==> src/rtl/ones_pattern_gen_pkg.sv <==
// Shared constants, state encoding and helpers
// for the fixed-weight word generator.
package ones_pattern_gen_pkg;

   localparam int DW = 8;
   localparam int CW = 4;
   localparam logic [CW-1:0] KMAX = 4'd8;

   typedef enum logic [1:0] {
      IDLE = 2'd0,
      SCAN = 2'd1,
      HOLD = 2'd2
   } state_t;

   // Largest DW-bit word of weight k: k ones packed at the top.
   function automatic logic [DW-1:0] last_word(input logic [CW-1:0] kw);
      logic [2*DW-1:0] w;
      w = 16'h00FF << (4'(DW) - kw);
      return w[DW-1:0];
   endfunction

endpackage

==> src/rtl/ones_pattern_gen_if.sv <==
// Output word stream: valid/ready handshake
// with an end-of-sequence flag.
interface ones_pattern_gen_if;
   import ones_pattern_gen_pkg::*;

   logic [DW-1:0] dout;
   logic          dout_valid;
   logic          dout_ready;
   logic          dout_last;

   modport master (
      output dout,
      output dout_valid,
      output dout_last,
      input  dout_ready
   );

   modport slave (
      input  dout,
      input  dout_valid,
      input  dout_last,
      output dout_ready
   );

endinterface

==> src/rtl/ones_pattern_gen_pop_count8.sv <==
// Combinational 8-bit population count
// built as a three-level adder tree.
module pop_count8
   import ones_pattern_gen_pkg::*;
(
   input  logic [7:0]    a,
   output logic [CW-1:0] cnt
);

   logic [1:0] s0, s1, s2, s3;
   logic [2:0] t0, t1;

   // Pairs, then quads, then the full byte.
   always_comb begin
      s0  = {1'b0, a[0]} + {1'b0, a[1]};
      s1  = {1'b0, a[2]} + {1'b0, a[3]};
      s2  = {1'b0, a[4]} + {1'b0, a[5]};
      s3  = {1'b0, a[6]} + {1'b0, a[7]};
      t0  = {1'b0, s0} + {1'b0, s1};
      t1  = {1'b0, s2} + {1'b0, s3};
      cnt = {1'b0, t0} + {1'b0, t1};
   end

endmodule

==> src/rtl/ones_pattern_gen.sv <==
// Emits every 8-bit word of weight k in
// ascending order on a valid/ready stream.
module ones_pattern_gen
   import ones_pattern_gen_pkg::*;
(
   input  logic                clk,
   input  logic                rst,
   input  logic                start,
   input  logic [CW-1:0]       k,
   ones_pattern_gen_if.master  dout_if,
   output logic                busy,
   output logic                done,
   output logic                err
);

   state_t        state, state_n;
   logic [DW:0]   cand;
   logic [CW-1:0] k_reg;
   logic [CW-1:0] pop;
   logic          hit;
   logic [DW-1:0] dout_q;
   logic          valid_q;
   logic          last_q;

   pop_count8 u_pop (
      .a   (cand[DW-1:0]),
      .cnt (pop)
   );

   assign hit = (pop == k_reg);

   assign dout_if.dout       = dout_q;
   assign dout_if.dout_valid = valid_q;
   assign dout_if.dout_last  = last_q;

   // State register.
   always_ff @(posedge clk or posedge rst) begin
      if (rst) state <= IDLE;
      else     state <= state_n;
   end

   // Next state: scan until a hit, hold until accepted.
   always_comb begin
      state_n = state;
      unique case (state)
         IDLE: if (start && k <= KMAX) state_n = SCAN;
         SCAN: begin
            if (cand[DW])  state_n = IDLE;
            else if (hit)  state_n = HOLD;
         end
         HOLD: begin
            if (dout_if.dout_ready)
               state_n = last_q ? IDLE : SCAN;
         end
         default: state_n = IDLE;
      endcase
   end

   // Busy whenever a sequence is in flight.
   always_comb begin
      busy = (state != IDLE);
   end

   // Candidate counter, output word register and status pulses.
   always_ff @(posedge clk or posedge rst) begin
      if (rst) begin
         cand    <= '0;
         k_reg   <= '0;
         dout_q  <= '0;
         valid_q <= 1'b0;
         last_q  <= 1'b0;
         done    <= 1'b0;
         err     <= 1'b0;
      end else begin
         done <= 1'b0;
         err  <= 1'b0;
         unique case (state)
            IDLE: begin
               if (start) begin
                  if (k <= KMAX) begin
                     k_reg <= k;
                     cand  <= '0;
                  end else begin
                     err <= 1'b1;
                  end
               end
            end
            SCAN: begin
               if (cand[DW]) begin
                  err <= 1'b1;
               end else if (hit) begin
                  dout_q  <= cand[DW-1:0];
                  valid_q <= 1'b1;
                  last_q  <= (cand[DW-1:0] == last_word(k_reg));
               end else begin
                  cand <= cand + 9'd1;
               end
            end
            HOLD: begin
               if (dout_if.dout_ready) begin
                  valid_q <= 1'b0;
                  if (last_q) done <= 1'b1;
                  else        cand <= cand + 9'd1;
               end
            end
            default: ;
         endcase
      end
   end

endmodule

==> src/flat_wrapper.sv <==
// flat-port wrapper written by rule: the top's interface ports become plain ports
module ones_pattern_gen_flat import ones_pattern_gen_pkg::*;
  (clk, rst, start, k, busy, done, err, dout_if_dout, dout_if_dout_valid, dout_if_dout_last, dout_if_dout_ready);
  ones_pattern_gen_if dout_if_i ();
  input  logic clk;
  input  logic rst;
  input  logic start;
  input  logic [CW-1:0] k;
  output logic busy;
  output logic done;
  output logic err;
  output wire logic [$bits(dout_if_i.dout)-1:0] dout_if_dout;
  output wire logic [$bits(dout_if_i.dout_valid)-1:0] dout_if_dout_valid;
  output wire logic [$bits(dout_if_i.dout_last)-1:0] dout_if_dout_last;
  input wire logic [$bits(dout_if_i.dout_ready)-1:0] dout_if_dout_ready;
  assign dout_if_dout = dout_if_i.dout;
  assign dout_if_dout_valid = dout_if_i.dout_valid;
  assign dout_if_dout_last = dout_if_i.dout_last;
  assign dout_if_i.dout_ready = dout_if_dout_ready;
  ones_pattern_gen u_core (.clk(clk), .rst(rst), .start(start), .k(k), .dout_if(dout_if_i), .busy(busy), .done(done), .err(err));
endmodule
==> config.mk <==
export PLATFORM = sky130hd
export DESIGN_NAME = ones_pattern_gen_flat
export DESIGN_NICKNAME = d
export VERILOG_FILES = /design/src/rtl/ones_pattern_gen_pkg.sv /design/src/rtl/ones_pattern_gen_if.sv /design/src/rtl/ones_pattern_gen_pop_count8.sv /design/src/rtl/ones_pattern_gen.sv /design/src/flat_wrapper.sv
export SDC_FILE = /design/constraint.sdc
export NUM_CORES = 1
export LEC_CHECK = 0
export CAP_MARGIN = 25
export CORE_UTILIZATION = 50
export CTS_CLUSTER_SIZE = 16
export DETAILED_ROUTE_END_ITERATION = 6
export GPL_ROUTABILITY_DRIVEN = 0
export PLACE_DENSITY = 0.72
export SYNTH_ARGS = -nofsm -noshare
export SYNTH_HDL_FRONTEND = slang
export SYNTH_SLANG_ARGS = --single-unit
==> constraint.sdc <==
create_clock -name clk -period 4.6 [get_ports clk]
set_input_delay 0.69 -clock clk [delete_from_list [all_inputs] [get_ports clk]]
set_output_delay 0.69 -clock clk [all_outputs]
set_load 0.1 [all_outputs]
==> results.sh, run 1 <==
export IMPL_status="finished, final reports clean"
export IMPL_layout_drive_gt1_share=0.0524
export IMPL_vias=1709
export IMPL_hpwl_mm=3.66
export IMPL_ant_nets=0
export IMPL_synth_edf_count=0
export IMPL_setup_ws_ns=0.372
export IMPL_placeableCoreArea_sq_mm=0.00347
export IMPL_critical_path_required_ns=4.79
export IMPL_layout_commonest_cell="dfrtp_1"
export IMPL_dp_slack_ns=0.412
export IMPL_skew_ns=0.00362
export IMPL_die_w_um=63.2
export IMPL_synth_xor_area_frac=0.0234
export IMPL_ir_drop_mv=0.378
export IMPL_ys_warn_count=0
export IMPL_max_freq_mhz=236
export IMPL_yosys_area_share_adder=0.123
export IMPL_initial_core_util=0.540
export IMPL_port_buffer_count=20
export IMPL_cts_resized=0
export IMPL_clock_sinks=27
export IMPL_drt_iter0_drc=122
export IMPL_synth_area_sq_mm=0.00187
export IMPL_fin_crit_ns=4.23
export IMPL_tns_ns=0
export IMPL_slowest_stage="fa_1"
export IMPL_synthSimpleGateAreaFrac=0.164
export IMPL_p_leak_uw=0.000935
export IMPL_antenna_cells=0
export IMPL_grt_max_degree=15
export IMPL_cp_arrival_ns=4.42
export IMPL_avgViaCountPerCell=6.21
export IMPL_ys_types=44
export IMPL_dieArea_sq_mm=0.00400
export IMPL_hold_viol=0
export IMPL_hold_buffers=0
export IMPL_wl_met3_um=247
export IMPL_end_kind="flop"
export IMPL_ys_seq_elements=27
export IMPL_dieHeight_um=63.2
export IMPL_synth_compound_area_frac=0.241
export IMPL_setup_viol=0
export IMPL_met2WireLength_mm=2.28
export IMPL_nets=254
export IMPL_cts_buffers=3
export IMPL_drcViolationCount=0
export IMPL_drt_wl_total_mm=4.60
export IMPL_synth_fp_nets=232
export IMPL_globalRouteTotalUtil=0.262
export IMPL_post_drt_wl_per_cell_um=16.7
export IMPL_grt_pass1_wl_mm=8.09
export IMPL_highest_signal_layer="met4"
export IMPL_crit_path_frequent_cell="fa_1"
export IMPL_muxShareOfSynthArea=0.0227
export IMPL_dr_pass1_iters=4
export IMPL_cts_buffer_depth=2
export IMPL_fillers=317
export IMPL_relSlewSlack=0.353
export IMPL_grt_overflow_total=0
export IMPL_critPathBufInv=2
export IMPL_async_flop_share=1.00
export IMPL_criticalPathCategory="flop to flop"
export IMPL_yosysSeqAreaShare=0.360
export IMPL_final_cell_mix="27 x dfrtp_1, 24 x o21ai_0, 23 x inv_1"
export IMPL_rsz0062_at_grt="false"
export IMPL_whs_path_depth=2
export IMPL_syn2layout_area_growth_pct=15.4
export IMPL_grt_antenna_before_repair=0
export IMPL_maxSlewViolCount=0
export IMPL_synth_area_top_cells="dfrtp_1 36%, ha_1 8.0%, o21ai_0 6.4%, inv_1 4.6%, fa_1 4.3%"
export IMPL_path_cells="inv_1 > fa_1 > fa_1 > fa_1 > inv_1 > ha_1 > fa_1 > xor2_1 > or3_1 > or2_1 > o32ai_2"
export IMPL_p_total_uw=1560
export IMPL_clkTransAtPathRegs_ns=0.09
export IMPL_synth_top_area_frac=0.360
export IMPL_maxCapViolCount=0
export IMPL_wl_met1_mm=1.97
export IMPL_syn_avg_cell_area_sq_um=9.01
export IMPL_io_pins=21
export IMPL_ff2ff_path_depth=11
export IMPL_hp_class="flop to flop"
export IMPL_grt_pass1_vias=1698
export IMPL_cts_tree="yes"
export IMPL_path_delay_family="adder cells"
export IMPL_tightest_slew_ns=0.967
export IMPL_clkLatencyLatePin_ns=0.28
export IMPL_multi_input_comb_area_sq_mm=0.00108
export IMPL_power_density_mw_per_mm2=719
export IMPL_cp_depth=11
export IMPL_cts_setup_buffers=0
export IMPL_h_tree_depth=1
export IMPL_synth_top_family_by_area="compound AO/OA/AOI/OAI gates"
export IMPL_path_max_fanout=10
export IMPL_min_period_over_period=0.919
export IMPL_max_stage_delay_ns=0.50
export IMPL_num_rows=21
export IMPL_synthCells=208
export IMPL_synthFlopType="dfrtp_1"
export IMPL_seqCellArea_sq_um=676
export IMPL_yosysTopAreaCell="dfrtp_1"
export IMPL_root_buffer="clkbuf_8"
export IMPL_largest_reg_flops=9
export IMPL_crit_path_start_kind="flop"
worst reg2reg max path, stage by stage (launching register included):
cell     delay [ns]
dfrtp_1        0.45
inv_1          0.18
fa_1           0.46
fa_1           0.47
fa_1           0.50
inv_1          0.04
ha_1           0.20
fa_1           0.47
xor2_1         0.18
or3_1          0.50
or2_1          0.40
o32ai_2        0.29
synthesized netlist by cell type (2+ instances only):
master and n:
or4_1 2, a211oi_1 5, a311oi_1 2, nor4_1 2
o31ai_1 2, and2_1 2, nand3_1 10, mux2i_1 2
buf_6 2, o32ai_1 2, nor2_1 7, o21ai_0 24
inv_1 23, a21oi_1 12, fa_1 4, dfrtp_1 27
o311ai_0 2, o21a_1 2, xor2_1 5, ha_1 12
buf_2 2, nor4b_1 2, or3_1 5, nand2_1 14
o22ai_1 8, nand2b_1 6, nor3_1 4, mux2_2 2
logic make-up after synthesis:
| group | count (synthesis) |
|---|---|
| compound gates | 70 |
| xor+xnor | 5 |
| fa+ha+maj | 16 |
| buf+inv | 28 |
| flops | 27 |
| mux | 4 |
| simple gates | 58 |
where the power goes:
part           internal [uW]  switching [uW]  total (uW)
Combinational            338             717        1050
Sequential               299            63.7         363
Clock                   62.3            76.0         138
Total                    700             857        1560
layout make-up:
type / instances / share of cell area
sequential: 27 / 0.312
tap: 46 / 0.0266
timing repair buffer: 22 / 0.103
clock buffer: 4 / 0.0208
inverter: 23 / 0.0399
multi-input combinational: 153 / 0.497
per-layer routing:
metal / vias to the layer above / global-route usage
met5: - / 0
met4: 0 / 0.122
met3: 13 / 0.0362
met2: 68 / 0.425
met1: 820 / 0.346
li1: 808 / -
path summary, 6_finish.rpt:
kind | from | slack, ns | to
max in group asynchronous | rst | 3.32 | u_core.dout_if.dout[1]$_DFFE_PP0P_
worst min register to register | u_core.dout_if.dout[4]$_DFFE_PP0P_ | 0.51 | u_core.dout_if.dout[4]$_DFFE_PP0P_
worst min-delay path | u_core.dout_if.dout[4]$_DFFE_PP0P_ | 0.51 | u_core.dout_if.dout[4]$_DFFE_PP0P_
worst max register to register | u_core.cand[3]$_DFFE_PP0P_ | 0.37 | u_core.state[1]$_DFFE_PP0P_
min in group asynchronous | rst | 0.78 | u_core.err$_DFF_PP0_
worst max-delay path | u_core.cand[3]$_DFFE_PP0P_ | 0.37 | u_core.state[1]$_DFFE_PP0P_
stage by stage:
step | instances | util | cell area, sq um | hold slack [ns]
final | 275 | 0.624 | 2160 | 0.510
after global placement | 270 | 0.606 | 2100 | 0.497
after global routing | 275 | 0.624 | 2160 | 0.540
after detailed placement | 271 | 0.611 | 2120 | 0.500
after floorplan | 208 | - | 1870 | 0.536
after CTS | 275 | 0.624 | 2160 | 0.521
(Power assumes the default switching activity.)
==> inputs of run 2 (changes only) <==
--- a/config.mk
+++ b/config.mk
@@ -6,7 +6,9 @@
 export NUM_CORES = 1
 export LEC_CHECK = 0
 export CAP_MARGIN = 25
+export CORE_MARGIN = 4
 export CORE_UTILIZATION = 50
+export CTS_CLUSTER_DIAMETER = 80
 export CTS_CLUSTER_SIZE = 16
 export DETAILED_ROUTE_END_ITERATION = 6
 export GPL_ROUTABILITY_DRIVEN = 0
==> run 2 against run 1 <==
Clock-buffer cell count fell by 1. Critical path depth did not move. Sequential power barely moved. Die area rose by 20%. Sequential share of layout area fell by 0.20 points. First-iteration DRC count rose by 38%. Critical endpoint unchanged. Largest power group unchanged. Highest routed layer unchanged.
==> results.sh, run 2 (synthesis gave the netlist of run 1 again) <==
export IMPL_clkTransAtPathRegs_ns=0.10
export IMPL_min_period_over_period=0.929
export IMPL_drt_iter0_drc=168
export IMPL_max_freq_mhz=234
export IMPL_dr_pass1_iters=4
export IMPL_max_stage_delay_ns=0.57
export IMPL_hold_viol=0
export IMPL_grt_pass1_vias=1640
export IMPL_slowest_stage="fa_1"
export IMPL_critical_path_required_ns=4.78
export IMPL_rsz0062_at_grt="false"
export IMPL_final_cell_mix="27 x dfrtp_1, 24 x o21ai_0, 23 x inv_1"
export IMPL_whs_ns=0.511
export IMPL_globalRouteTotalUtil=0.198
export IMPL_initial_core_util=0.540
export IMPL_ff2ff_path_depth=11
export IMPL_cts_buffer_depth=2
export IMPL_hpwl_mm=3.72
export IMPL_post_drt_wl_per_cell_um=17.2
export IMPL_path_cells="inv_1 > fa_1 > fa_1 > fa_1 > inv_1 > ha_1 > fa_1 > xor2_1 > or3_1 > or2_1 > o32ai_2"
export IMPL_vias=1705
export IMPL_h_tree_depth=1
export IMPL_ir_drop_mv=0.399
export IMPL_power_density_mw_per_mm2=719
export IMPL_grt_max_degree=28
export IMPL_crit_path_frequent_cell="fa_1"
export IMPL_crit_path_start_kind="flop"
export IMPL_hold_end="u_core.dout_if.dout[7]$_DFFE_PP0P_"
export IMPL_grt_overflow_total=0
export IMPL_cp_arrival_ns=4.46
export IMPL_rr_endpoint="u_core.state[1]$_DFFE_PP0P_"
export IMPL_grt_pass1_wl_mm=7.82
export IMPL_num_rows=21
export IMPL_syn2layout_area_growth_pct=16.2
export IMPL_cts_buffers=3
export IMPL_worst_r2r_setup_slack_ns=0.33
export IMPL_setup_viol=0
export IMPL_maxCapViolCount=0
export IMPL_antenna_cells=0
export IMPL_whs_path_depth=2
export IMPL_fin_crit_ns=4.27
export IMPL_clock_sinks=27
export IMPL_setup_ws_ns=0.327
export IMPL_end_kind="flop"
export IMPL_p_leak_uw=0.000943
export IMPL_dieHeight_um=69.2
export IMPL_maxSlewViolCount=0
export IMPL_ant_nets=0
export IMPL_hold_path_startpoint="u_core.dout_if.dout[7]$_DFFE_PP0P_"
export IMPL_drt_wl_total_mm=4.73
export IMPL_root_buffer="clkbuf_8"
export IMPL_dp_slack_ns=0.374
export IMPL_hold_buffers=0
export IMPL_layout_commonest_cell="dfrtp_1"
export IMPL_cts_tree="yes"
export IMPL_grt_antenna_before_repair=0
export IMPL_port_buffer_count=20
export IMPL_nets=254
export IMPL_clkLatencyLatePin_ns=0.27
export IMPL_path_max_fanout=10
export IMPL_dieArea_sq_mm=0.00479
export IMPL_tightest_slew_ns=0.967
export IMPL_io_pins=21
export IMPL_die_w_um=69.2
export IMPL_avgViaCountPerCell=6.20
export IMPL_tns_ns=0
export IMPL_skew_ns=0.00386
export IMPL_placeableCoreArea_sq_mm=0.00347
export IMPL_largest_reg_flops=9
export IMPL_r2r_start="u_core.cand[0]$_DFFE_PP0P_"
export IMPL_criticalPathCategory="flop to flop"
export IMPL_relSlewSlack=0.354
export IMPL_cts_setup_buffers=0
export IMPL_cts_resized=0
export IMPL_status="finished, final reports clean"
export IMPL_drcViolationCount=0
export IMPL_hp_class="flop to flop"
export IMPL_layout_drive_gt1_share=0.0568
## run 2: cell types whose count changed in the layout (fill, tap and decap cells not counted)
cell,delta
clkbuf_1,-1
clkinv_2,+1
buf_8,-1
buf_16,+1
## run 2: layout make-up
class / count / area, sq um
clock buffers: 3 / 41.3
repair buffers: 22 / 235
inverters: 23 / 86.3
clock inverters: 1 / 5.00
fillers: 314 / 1290
flip-flops and latches: 27 / 676
multi-input cells: 153 / 1080
well taps: 46 / 57.6
## run 2: stage by stage
stage                util  cells  total power [uW]  instance area, sq um
floorplan               -    208              1160                  1870
global route        0.628    275              1670                  2180
global placement    0.606    270              1380                  2100
detailed placement  0.606    270              1410                  2100
finish              0.628    275              1570                  2180
CTS                 0.620    274              1550                  2150
## run 2: layer usage
layer | vias up | share of wire | track usage | wire (um)
met4 | 0 | 0.019 | 0.0542 | 90
met5 | - | 0 | 0 | 0
li1 | 796 | - | - | -
met2 | 78 | 0.50 | 0.354 | 2350
met1 | 819 | 0.41 | 0.247 | 1940
met3 | 12 | 0.073 | 0.0319 | 344
## run 2: how the worst max path moves through the flow
| stage | slack, ns | end | depth (start not counted) | startpoint |
|---|---|---|---|---|
| global placement | 0.45 | u_core.state[1]$_DFFE_PP0P_ | 11 | u_core.cand[0]$_DFFE_PP0P_ |
| global route | 0.11 | u_core.cand[2]$_DFFE_PP0P_ | 12 | u_core.cand[3]$_DFFE_PP0P_ |
| detailed placement | 0.37 | u_core.state[1]$_DFFE_PP0P_ | 11 | u_core.cand[3]$_DFFE_PP0P_ |
| floorplan | 0.73 | u_core.state[1]$_DFFE_PP0P_ | 13 | u_core.cand[0]$_DFFE_PP0P_ |
| CTS | 0.35 | u_core.state[1]$_DFFE_PP0P_ | 11 | u_core.cand[3]$_DFFE_PP0P_ |
| finish | 0.33 | u_core.state[1]$_DFFE_PP0P_ | 11 | u_core.cand[0]$_DFFE_PP0P_ |
## run 2: worst max-delay path: cells and delay by family, from the launching register on
family | cells | cell delay (ns)
AOI/OAI and AO/OA | 1 | 0.30
buffers and inverters | 2 | 0.18
xor gates and xnor gates | 1 | 0.18
DFF | 1 | 0.42
and+or+nand+nor | 2 | 0.92
adders and majority gates | 5 | 2.18
## run 2: report_power, final
group	switching [uW]	total [uW]	internal, uW
Clock	77.1	138	60.7
Combinational	725	1060	340
Sequential	63.6	363	299
==> inputs of run 3 (changes only) <==
--- a/config.mk
+++ b/config.mk
@@ -16,3 +16,4 @@
 export SYNTH_ARGS = -nofsm -noshare
 export SYNTH_HDL_FRONTEND = slang
 export SYNTH_SLANG_ARGS = --single-unit
+export TNS_END_PERCENT = 100
==> results of run 3 <==
Same layout as run 2: the final DEF is identical, and so are final timing and power.
